===== src/rtl/vip_pkg.sv =====
// Shared constants and helpers for the VIP 5x5 window pipeline.
package vip_pkg;

    localparam int VIP_DATA_W = 8;
    localparam int WIN        = 5;
    localparam int HALF       = 2;

    // Bit offset of window element (r,c) inside the flattened matrix bus.
    function automatic int mat_off(input int r, input int c, input int data_w);
        return (r * WIN + c) * data_w;
    endfunction

endpackage


===== src/rtl/vip_pos_counter.sv =====
// Row/column position tracking for the 5x5 window, from href/vsync edges.
module vip_pos_counter #(
    parameter int CNT_W = 11
) (
    input  logic             clock,
    input  logic             rst_n,
    input  logic             vsync,
    input  logic             href,
    input  logic             clken,
    output logic [CNT_W-1:0] row_pos,
    output logic [CNT_W-1:0] col_pos
);

    logic             vsync_q;
    logic             href_q;
    logic [CNT_W-1:0] row_cnt;
    logic [CNT_W-1:0] col_cnt;
    logic             vsync_rise;
    logic             href_fall;

    assign vsync_rise = vsync & ~vsync_q;
    assign href_fall  = href_q & ~href;

    // Position of the pixel presented this cycle: edge clears take effect immediately.
    assign row_pos = vsync_rise ? '0 : row_cnt;
    assign col_pos = href_fall  ? '0 : col_cnt;

    always_ff @(posedge clock or negedge rst_n) begin
        if (!rst_n) begin
            vsync_q <= 1'b0;
            href_q  <= 1'b0;
            row_cnt <= '0;
            col_cnt <= '0;
        end else begin
            vsync_q <= vsync;
            href_q  <= href;
            if (clken && col_pos != '1) begin
                col_cnt <= col_pos + 1'b1;
            end else begin
                col_cnt <= col_pos;
            end
            // Vsync clear wins over an href fall in the same cycle.
            if (vsync_rise) begin
                row_cnt <= '0;
            end else if (href_fall && row_cnt != '1) begin
                row_cnt <= row_cnt + 1'b1;
            end
        end
    end

endmodule


===== src/rtl/vip_matrix_window_5x5.sv =====
// Registered 5x5 pixel window with frame-edge padding and sync delay.
// Build option: VIP_MATRIX_BORDER_REPLICATE_EN replicates edge pixels instead of zero padding.
module vip_matrix_window_5x5
    import vip_pkg::*;
#(
    parameter int DATA_W = VIP_DATA_W,
    parameter int CNT_W  = 11
) (
    input  logic                      clock,
    input  logic                      rst_n,
    input  logic                      per_frame_vsync,
    input  logic                      per_frame_href,
    input  logic                      per_frame_clken,
    input  logic [DATA_W-1:0]         in_row0,
    input  logic [DATA_W-1:0]         in_row1,
    input  logic [DATA_W-1:0]         in_row2,
    input  logic [DATA_W-1:0]         in_row3,
    input  logic [DATA_W-1:0]         in_row4,
    output logic                      matrix_frame_vsync,
    output logic                      matrix_frame_href,
    output logic                      matrix_frame_clken,
    output logic [WIN*WIN*DATA_W-1:0] matrix_p,
    output logic                      matrix_border
);

    localparam int EDGE = 2 * HALF;

    logic [CNT_W-1:0]                    row_pos;
    logic [CNT_W-1:0]                    col_pos;
    logic [WIN-1:0][WIN-1:0][DATA_W-1:0] win_q;
    logic [WIN-1:0][WIN-1:0][DATA_W-1:0] win_d;
    logic [WIN-1:0][DATA_W-1:0]          taps;
    logic [2:0]                          row_lo;
    logic [2:0]                          col_lo;
    logic [WIN*WIN*DATA_W-1:0]           pad_p;
    logic                                border_d;

    vip_pos_counter #(.CNT_W(CNT_W)) u_pos (
        .clock   (clock),
        .rst_n   (rst_n),
        .vsync   (per_frame_vsync),
        .href    (per_frame_href),
        .clken   (per_frame_clken),
        .row_pos (row_pos),
        .col_pos (col_pos)
    );

    // Row 4 is the newest line, so in_row0 feeds the bottom of the window.
    assign taps = {in_row0, in_row1, in_row2, in_row3, in_row4};

    // First in-frame row/column of the window for the pixel being shifted in.
    assign row_lo   = (row_pos < CNT_W'(EDGE)) ? 3'(CNT_W'(EDGE) - row_pos) : 3'd0;
    assign col_lo   = (col_pos < CNT_W'(EDGE)) ? 3'(CNT_W'(EDGE) - col_pos) : 3'd0;
    assign border_d = (row_pos < CNT_W'(EDGE)) || (col_pos < CNT_W'(EDGE));

    always_comb begin
        // NOTE: full default assignment first keeps this block free of inferred latches.
        win_d = win_q;
        for (int r = 0; r < WIN; r++) begin
            for (int c = 0; c < WIN - 1; c++) begin
                win_d[r][c] = win_q[r][c+1];
            end
            win_d[r][WIN-1] = taps[r];
        end
    end

    always_comb begin
        pad_p = '0;
        for (int r = 0; r < WIN; r++) begin
            for (int c = 0; c < WIN; c++) begin
`ifdef VIP_MATRIX_BORDER_REPLICATE_EN
                pad_p[mat_off(r, c, DATA_W) +: DATA_W] =
                    win_d[(3'(r) < row_lo) ? row_lo : 3'(r)][(3'(c) < col_lo) ? col_lo : 3'(c)];
`else
                if (3'(r) >= row_lo && 3'(c) >= col_lo) begin
                    pad_p[mat_off(r, c, DATA_W) +: DATA_W] = win_d[r][c];
                end
`endif
            end
        end
    end

    // NOTE: window storage is reset too, so a mid-frame reset never exposes stale pixels.
    always_ff @(posedge clock or negedge rst_n) begin
        if (!rst_n) begin
            win_q              <= '0;
            matrix_p           <= '0;
            matrix_border      <= 1'b0;
            matrix_frame_vsync <= 1'b0;
            matrix_frame_href  <= 1'b0;
            matrix_frame_clken <= 1'b0;
        end else begin
            // NOTE: non-blocking assignments so every register samples pre-edge values.
            matrix_frame_vsync <= per_frame_vsync;
            matrix_frame_href  <= per_frame_href;
            matrix_frame_clken <= per_frame_clken;
            if (per_frame_clken) begin
                win_q         <= win_d;
                matrix_p      <= pad_p;
                matrix_border <= border_d;
            end
        end
    end

endmodule


===== config.mk =====
export PLATFORM = sky130hd
export DESIGN_NAME = vip_matrix_window_5x5
export DESIGN_NICKNAME = d
export VERILOG_FILES = /design/src/rtl/vip_pkg.sv /design/src/rtl/vip_pos_counter.sv /design/src/rtl/vip_matrix_window_5x5.sv
export SDC_FILE = /design/constraint.sdc
export NUM_CORES = 1
export LEC_CHECK = 0
export BUFFER_PORTS_ARGS = -buffer_cell sky130_fd_sc_hd__buf_2
export CAP_MARGIN = 20
export CELL_PAD_IN_SITES_DETAIL_PLACEMENT = 0
export CELL_PAD_IN_SITES_GLOBAL_PLACEMENT = 1
export CORE_MARGIN = 2
export CORE_UTILIZATION = 40
export CTS_CLUSTER_SIZE = 12
export DETAILED_ROUTE_END_ITERATION = 8
export PLACE_DENSITY = 0.85
export SLEW_MARGIN = 20
export SYNTH_ARGS = -nofsm -noshare
export SYNTH_HDL_FRONTEND = slang
export SYNTH_SLANG_ARGS = --single-unit

===== constraint.sdc =====
create_clock -name clock -period 2.8 [get_ports clock]
set_clock_uncertainty 0.2 [all_clocks]
set_input_delay 0.28 -clock clock [delete_from_list [all_inputs] [get_ports clock]]
set_output_delay 0.28 -clock clock [all_outputs]
set_load 0.01 [all_outputs]

==> results of run 1 <==
power breakdown:
part / total [mW] / internal (mW) / switching [mW]
Combinational: 3.30 / 1.24 / 2.06
Clock: 5.53 / 3.34 / 2.19
Sequential: 6.92 / 6.38 / 0.537
registers in the layout (all words and copies together) (netlist names):
signal and count:
matrix_border 1, matrix_frame_clken 1, u_pos.href_q 1, matrix_p 200
u_pos.row_cnt 11, win_d 160, u_pos.col_cnt 11, u_pos.vsync_q 1
per-stage QoR:
step / cell area [um2] / setup TNS (ps) / util / power (mW)
finish: 19100 / 0 / 0.508 / 15.7
CTS: 19000 / 0 / 0.506 / 15.9
detailed placement: 17200 / 0 / 0.458 / 10.2
floorplan: 15200 / 0 / - / 8.76
global route: 19100 / -38.3 / 0.508 / 16.6
global placement: 17200 / 0 / 0.458 / 10.1
cell families after synthesis:
| family | synth area share |
|---|---|
| AND/OR/NAND/NOR | 0.0786 |
| buffers and inverters | 0.0604 |
| XOR/XNOR | 0.00345 |
| multiplexers | 0.00468 |
| AO/OA/AOI/OAI | 0.215 |
| adder cells (fa/ha/maj) | 0.00329 |
| flip-flops | 0.634 |
metal layers:
layer / track usage / part of all wire / up-vias
met1: 0.270 / 0.46 / 5474
met2: 0.305 / 0.46 / 297
met5: 0 / 0 / -
met3: 0.0430 / 0.063 / 54
met4: 0.0583 / 0.019 / 0
li1: - / - / 5207
placed cells by master, fill, tap and decap left out, types with 7 or more instances in the layout:
master,count
o21ai_0,160
buf_4,26
clkbuf_16,45
buf_2,246
nor2_1,13
o2bb2ai_1,200
buf_12,10
dfrtp_1,386
clkbuf_1,7
nand2_1,216
dlygate4sd3_1,44
o22ai_2,7
inv_1,162
o22ai_4,9
worst max-delay path, delay by kind of cell:
family,cells,cell delay (ps)
AND/OR/NAND/NOR,3,670
adder cells (fa/ha/maj),1,420
AO/OA/AOI/OAI,3,870
buffers and inverters,2,700
Yosys cell counts, types with 3 or more instances:
cell / count / area, um2
nand2_1: 216 / 811
inv_1: 162 / 608
buf_1: 3 / 11.3
nor3_1: 5 / 25.0
nor2b_1: 3 / 18.8
and3_1: 3 / 18.8
o21ai_2: 3 / 26.3
xnor2_1: 3 / 26.3
a211oi_1: 3 / 22.5
nand4_1: 6 / 37.5
o22ai_2: 10 / 125
and2_1: 3 / 18.8
nor2_1: 13 / 48.8
a21oi_1: 4 / 20.0
a31oi_1: 3 / 18.8
o22ai_4: 6 / 120
buf_2: 5 / 25.0
ha_1: 4 / 50.1
o2bb2ai_1: 200 / 1750
nand3_1: 4 / 20.0
a31oi_4: 5 / 106
dfrtp_1: 386 / 9660
o211ai_1: 3 / 22.5
xor2_1: 3 / 26.3
clkbuf_1: 63 / 236
o21ai_4: 5 / 81.3
mux2i_1: 6 / 60.1
nand2b_1: 5 / 31.3
o21ai_0: 161 / 806
and4_1: 3 / 26.3
worst paths after layout:
path | startpoint | end | slack (ps) | cells after the start
max | per_frame_href | matrix_p[7] | 100 | 9
min | rst_n | win_d[64] | 160 | 2
max reg2reg | u_pos.href_q | matrix_p[7] | 240 | 9
min reg2reg | matrix_p[103] | matrix_p[103] | 280 | 1
max in group asynchronous | rst_n | matrix_p[159] | 1440 | 3
min in group clock | per_frame_vsync | u_pos.vsync_q | 240 | 2
repair_timing:
item                                   4_1_cts  5_1_grt
resized for setup                            0        5
setup endpoints to repair                    0       28
endpoints found under the hold margin      161        0
buffers inserted                             0        1
hold buffers                                44        0
area by class of cell:
cell class                 instances  area, um2
clock buffer                      58       1230
clock inverter                    10        131
multi-input combinational        711       4680
inverter                         163        617
timing repair buffer             329       2110
sequential                       386       9660
fill                            3364      18500
tap                              511        639
==> results.json, run 1 <==
{
  "fin_hold_ws_ps": 155,
  "synth_cell_type_count": 54,
  "layout-drive-gt1-share": 0.237,
  "worstSetupEndpointType": "register",
  "min_period_ps": 2700,
  "dp_cells": 2055,
  "place.gp.congestion": 0.797,
  "worstPathRequired_ps": 3060,
  "clk_latency_ps": 560,
  "drc": 0,
  "cap_violations": 0,
  "clockBufferDepth": 3,
  "avgSynthCellArea_um2": 11.4,
  "netlist_area_um2": 15200,
  "port_buffers": 248,
  "path_class": "input pin to register",
  "grt_pass1_vias": 11400,
  "cts_tree": "built",
  "grt_pass1_wl_mm": 61.1,
  "fmax_mhz": 370,
  "min_path_type": "input pin to async pin",
  "synthFlopType": "dfrtp_1",
  "drtPass1Iterations": 5,
  "core_um2": 37600,
  "leakage_nw": 9.30,
  "start_kind": "input pin",
  "cts.sinks": 386,
  "clk_pin_slew_ps": 60,
  "setup_viol": 0,
  "dp_slack_ps": 61.4,
  "dieArea_um2": 39600,
  "ant_nets": 0,
  "wl_per_cell_um": 17.2,
  "crit_arrival_ps": 2960,
  "synthesis.nets": 1384,
  "async_flop_share": 1.00,
  "grt_max_degree": 142,
  "critPathMaxFanout": 8,
  "first_iter_violations": 675,
  "crit_path_max_incr_delay_ps": 540,
  "synth_edf_count": 0,
  "power-per-cell-area_nw_per_um2": 826,
  "antenna_found_initial": 0,
  "vias_per_cell": 5.09,
  "vdd_drop_max_v": 0.000472,
  "htreeDepth": 2,
  "cts_buffers": 42,
  "start_util": 0.405,
  "final-max-slew-violation-count": 0,
  "path_cells": "dlygate4sd3_1 > buf_2 > nand2b_1 > and2_1 > ha_1 > nor2_4 > a21boi_4 > o22ai_2 > o2bb2ai_1",
  "layout.cells.non_filler": 2168,
  "fin_nets": 1682,
  "setup_ws_ps": 96.2,
  "dpl.hpwl_mm": 24.7,
  "die_h_um": 199,
  "die_w_um": 199,
  "grt_usage": 0.194,
  "cp_slowest_cell": "dlygate4sd3_1",
  "ys_seq_area_frac": 0.634,
  "slew_headroom": 0.424,
  "status": "finished clean",
  "tightest_slew_ps": 864,
  "cts_root_buf": "clkbuf_16",
  "period_share": 0.966,
  "vias": 11000,
  "yosysWarnings": 0,
  "wirelength_mm": 37.3,
  "grt.overflow.total": 0,
  "area_growth_pct": 25.3,
  "synth_cells": 1335,
  "num_antenna_cells": 0,
  "synth-seq-cells": 386,
  "fp-row-count": 71,
  "hold_viol": 0,
  "io_pins": 249
}
Power figures use the tool's default switching activity.
==> inputs of run 2 (changes only) <==
Settings changed: ABC_AREA set to 1, CORE_UTILIZATION 40 to 38, SETUP_SLACK_MARGIN set to 0.3, SKIP_LAST_GASP set to 1.
==> results.json, run 2 <==
{
  "synth_edf_count": 0,
  "pwr-share-comb": 0.208,
  "grt_max_degree": 95,
  "cts_buffers": 42,
  "ys_seq_area_frac": 0.604,
  "internal_power_mw": 10.5,
  "layout-drive-gt1-share": 0.176,
  "antenna_found_initial": 1,
  "rsz0062_at_grt": "no",
  "swShare": 0.310,
  "ant_nets": 0,
  "power.switching_mw": 4.74,
  "fin_tns_setup_ps": 0,
  "start_kind": "register",
  "yosys.area.top_type_share": 0.604,
  "drc": 0,
  "final-max-slew-violation-count": 0,
  "top_register": "matrix_p",
  "vias_per_cell": 4.77,
  "cap_violations": 0,
  "synthesis.nets": 1887,
  "r2r.worst_path.cells": 9,
  "vias": 12800,
  "finalInstanceArea_um2": 19700,
  "start_util": 0.383,
  "netlist_area_um2": 16000,
  "area_growth_pct": 23.4,
  "dp_cells": 2566,
  "dieArea_um2": 43700,
  "synth_top_cell_by_area": "dfrtp_1",
  "yosys-top-cells-area": "dfrtp_1, nand2_1, nand3b_1",
  "min_path_type": "input pin to async pin",
  "port_buffers": 248,
  "grt_usage": 0.190,
  "synthFlopType": "dfrtp_1",
  "yosysWarnings": 0,
  "cts_tree": "built",
  "die_w_um": 209,
  "leakage_nw": 11.5,
  "seqPwrFrac": 0.440,
  "async_flop_share": 1.00,
  "worstPathRequired_ps": 3090,
  "dpl.hpwl_mm": 26.8,
  "clkPwrFrac": 0.353,
  "cts.sinks": 386,
  "min_period_ps": 2370,
  "first_iter_violations": 1017,
  "wirelength_mm": 41.0,
  "clockBufferDepth": 3,
  "core_um2": 41800,
  "crit_arrival_ps": 2650,
  "power_mw": 15.3,
  "fin_util": 0.472,
  "synth-seq-cells": 386,
  "worstSetupEndpointType": "register",
  "grt_pass1_vias": 12900,
  "hold_viol": 0,
  "avgSynthCellArea_um2": 8.70,
  "place.gp.congestion": 0.827,
  "grt_pass1_wl_mm": 67.5,
  "setup_viol": 0,
  "vdd_drop_max_v": 0.000344,
  "period_share": 0.846,
  "critPathMaxFanout": 14,
  "layout.cells.non_filler": 2684,
  "fin_nets": 2166,
  "power-per-cell-area_nw_per_um2": 774,
  "grt.overflow.total": 0,
  "status": "finished clean",
  "synth_cell_type_count": 33,
  "place_area_um2": 17900,
  "synth_cells": 1838,
  "dp_slack_ps": 153,
  "htreeDepth": 2,
  "io_pins": 249,
  "path_class": "register to register",
  "cts_root_buf": "clkbuf_16",
  "drtPass1Iterations": 5,
  "largest_register_ffs": 200,
  "fp-row-count": 75,
  "slew_headroom": 0.573,
  "synth_commonest_cells": "nand2_1, dfrtp_1, inv_1",
  "die_h_um": 209,
  "final_common_cell": "nand2_1",
  "yosysMostFrequentCell": "nand2_1",
  "fmax_mhz": 422,
  "fin_hold_ws_ps": 107,
  "clk_latency_ps": 550,
  "tightest_slew_ps": 641,
  "wl_per_cell_um": 15.3,
  "final_cell_mix": "nand2_1, dfrtp_1, buf_2",
  "setup_ws_ps": 432,
  "clk_pin_slew_ps": 60,
  "num_antenna_cells": 0
}
## run 2: cell count changes after synthesis, sizes merged, moves of 7 or more
cell     change
a31oi        -9
buf         +44
clkbuf      -23
inv         -49
nand2      +727
nand3      +104
nand3b      +71
nand4        +7
o21ai      -105
o22ai       -16
o2bb2ai    -200
## run 2: path summary, 6_finish.rpt
check / to / startpoint / slack, ps
worst max-delay path: matrix_p[56] / u_pos.vsync_q / 430
worst min-delay path: matrix_p[91] / rst_n / 110
worst max register to register: matrix_p[56] / u_pos.vsync_q / 430
worst min register to register: win_d[161] / win_d[161] / 270
max in group asynchronous: matrix_p[41] / rst_n / 1490
min in group clock: u_pos.vsync_q / per_frame_vsync / 200
## run 2: repair_timing
item / CTS / global route
gates cloned: 0 / 0
endpoints found under the hold margin: 170 / 0
gates resized for setup: 1 / 4
setup endpoints to repair: 40 / 173
buffers inserted: 0 / 2
hold buffers: 44 / 0
pin swaps: 0 / 1
## run 2: final cells by class
cell class | instances | area [um2]
well taps | 539 | 674
clock inverters | 6 | 68.8
inverters | 113 | 437
flip-flops and latches | 386 | 9660
repair buffers | 331 | 2160
multi-input cells | 1243 | 5470
fillers | 4012 | 22000
clock buffers | 66 | 1260
## run 2: power by group through the flow
stage	Combinational [mW]	Clock [mW]	Sequential (mW)
floorplan	1.58	0	6.93
global placement	3.10	0	6.79
detailed placement	3.15	0	6.80
CTS	3.21	5.53	6.72
global route	3.55	5.76	6.81
finish	3.17	5.39	6.72
## run 2: logic make-up after synthesis
group | after synthesis | synth area share
compound gates | 71 | 0.0243
flops | 386 | 0.604
fa+ha+maj | 4 | 0.00313
simple gates | 1159 | 0.307
xor+xnor | 9 | 0.00493
buf+inv | 209 | 0.0559
## run 2: metal layers
| layer | vias to the layer above | part of all wire | global-route usage |
|---|---|---|---|
| li1 | 6247 | - | - |
| met5 | - | 0.00027 | 0 |
| met3 | 75 | 0.052 | 0.0454 |
| met1 | 6175 | 0.45 | 0.248 |
| met2 | 297 | 0.47 | 0.314 |
| met4 | 2 | 0.028 | 0.0591 |
## run 2: critical path: stages, from the launching register on
cell,delay [ps]
dfrtp_1,390
nor2_2,330
inv_1,110
nand2_1,80
ha_1,240
buf_4,170
o21ai_4,290
buf_4,290
nand3b_1,120
nand2_1,70
==> inputs of run 3 (changes only) <==
Clock period 2.8 ns to 2.1 ns, I/O delays scaled along.
==> results.json, run 3 (same netlist as run 2, synthesis figures left out) <==
{
  "die_w_um": 209,
  "vias_per_cell": 4.88,
  "critPathLaunch": "u_pos.vsync_q",
  "grt_pass1_vias": 13300,
  "clk_pin_slew_ps": 60,
  "start_util": 0.383,
  "finalInstanceArea_um2": 21800,
  "final-max-slew-violation-count": 0,
  "dp_slack_ps": -64.2,
  "tightest_slew_ps": 674,
  "htreeDepth": 2,
  "setup_ws_ps": 54.7,
  "clockBufferDepth": 3,
  "cts_tree": "built",
  "layout.cells.non_filler": 2776,
  "fin_tns_setup_ps": 0,
  "place_area_um2": 18200,
  "cts.sinks": 386,
  "power_mw": 23.1,
  "fin_hold_ws_ps": 38.7,
  "first_iter_violations": 815,
  "leakage_nw": 12.3,
  "wirelength_mm": 47.1,
  "largest_register_ffs": 200,
  "area_growth_pct": 36.2,
  "final_common_cell": "nand2_1",
  "grt_pass1_wl_mm": 71.6,
  "place.gp.congestion": 0.849,
  "cap_violations": 0,
  "drtPass1Iterations": 5,
  "clk_latency_ps": 570,
  "min_period_ps": 2050,
  "top_register": "matrix_p",
  "rsz0062_at_grt": "yes",
  "cts_buffers": 42,
  "wl_per_cell_um": 17.0,
  "cts_root_buf": "clkbuf_16",
  "fp-row-count": 75,
  "status": "finished clean",
  "hold_viol": 0,
  "r2r.worst_path.cells": 10,
  "crit_arrival_ps": 2340,
  "r2r_end": "matrix_p[1]",
  "core_um2": 41800,
  "period_share": 0.974,
  "dieArea_um2": 43700,
  "drc": 0,
  "slew_headroom": 0.551,
  "ant_nets": 0,
  "dpl.hpwl_mm": 27.2,
  "io_pins": 249,
  "port_buffers": 248,
  "critPathMaxFanout": 5,
  "path_class": "register to register",
  "grt.overflow.total": 0,
  "grt_max_degree": 84,
  "r2r_start": "u_pos.vsync_q",
  "crit_end": "matrix_p[1]",
  "fmax_mhz": 489,
  "dp_cells": 2582,
  "fin_nets": 2253,
  "worstSetupEndpointType": "register",
  "start_kind": "register",
  "worstPathRequired_ps": 2390,
  "grt_usage": 0.205,
  "die_h_um": 209,
  "min_path_type": "input pin to async pin",
  "vdd_drop_max_v": 0.000540,
  "layout-drive-gt1-share": 0.252,
  "rrSetupSlack_ps": 50,
  "fin_util": 0.521,
  "power-per-cell-area_nw_per_um2": 1060,
  "setup_viol": 0,
  "antenna_found_initial": 1,
  "vias": 13600,
  "final_cell_mix": "nand2_1, dfrtp_1, buf_2"
}
[run 3: cell count changes in the layout (fill, tap and decap cells not counted), moves of 14 or more]
cell,before,now
nand2_1,932,911
buf_6,2,27
buf_4,25,40
nand3_1,105,53
nand3_2,0,42
buf_12,13,27
o21ai_2,0,17
o21ai_1,3,23
o21ai_0,60,23
[run 3: power breakdown]
part           total [mW]  internal [mW]  switching, mW
clock                7.37           4.37           3.01
combinational        6.72           2.88           3.84
sequential           8.98           8.39          0.586
[run 3: worst max-delay path, stage by stage, from the launching register on]
cell	delay (ps)
dfrtp_1	400
nor2_4	170
inv_2	80
nand2_4	60
ha_4	210
buf_6	120
o31ai_4	210
buf_6	210
clkbuf_16	170
nand3b_1	70
nand2_1	60
[run 3: layer usage]
layer | up-vias | routed length (um) | track usage
li1 | 6456 | - | -
met2 | 352 | 22400 | 0.333
met1 | 6668 | 21000 | 0.275
met5 | - | 0 | 0
met4 | 0 | 1180 | 0.0663
met3 | 80 | 2580 | 0.0418
[run 3: what timing repair did]
| item | 4_1_cts | 5_1_grt |
|---|---|---|
| cloned | 9 | 14 |
| endpoints found under the hold margin | 534 | 0 |
| setup endpoints to repair | 214 | 232 |
| gates resized for setup | 84 | 126 |
| pin swaps | 43 | 63 |
| buffers inserted | 25 | 12 |
| hold buffers | 57 | 0 |
[run 3: how the worst min path moves through the flow]
stage	to	slack [ps]	depth (start not counted)
floorplan	matrix_border	-290	0
global placement	win_d[100]	60	1
detailed placement	win_d[100]	70	1
CTS	win_d[3]	20	4
global route	win_d[3]	60	4
finish	matrix_p[95]	40	2
[run 3: layout make-up]
cell class	count	area, um2
fill	3792	20000
sequential	386	9660
multi-input combinational	1243	6120
timing repair buffer	417	3450
clock buffer	70	1310
tap	539	674
inverter	113	482
clock inverter	6	61.3
timing repair inverter	1	8.76
antenna	1	2.50
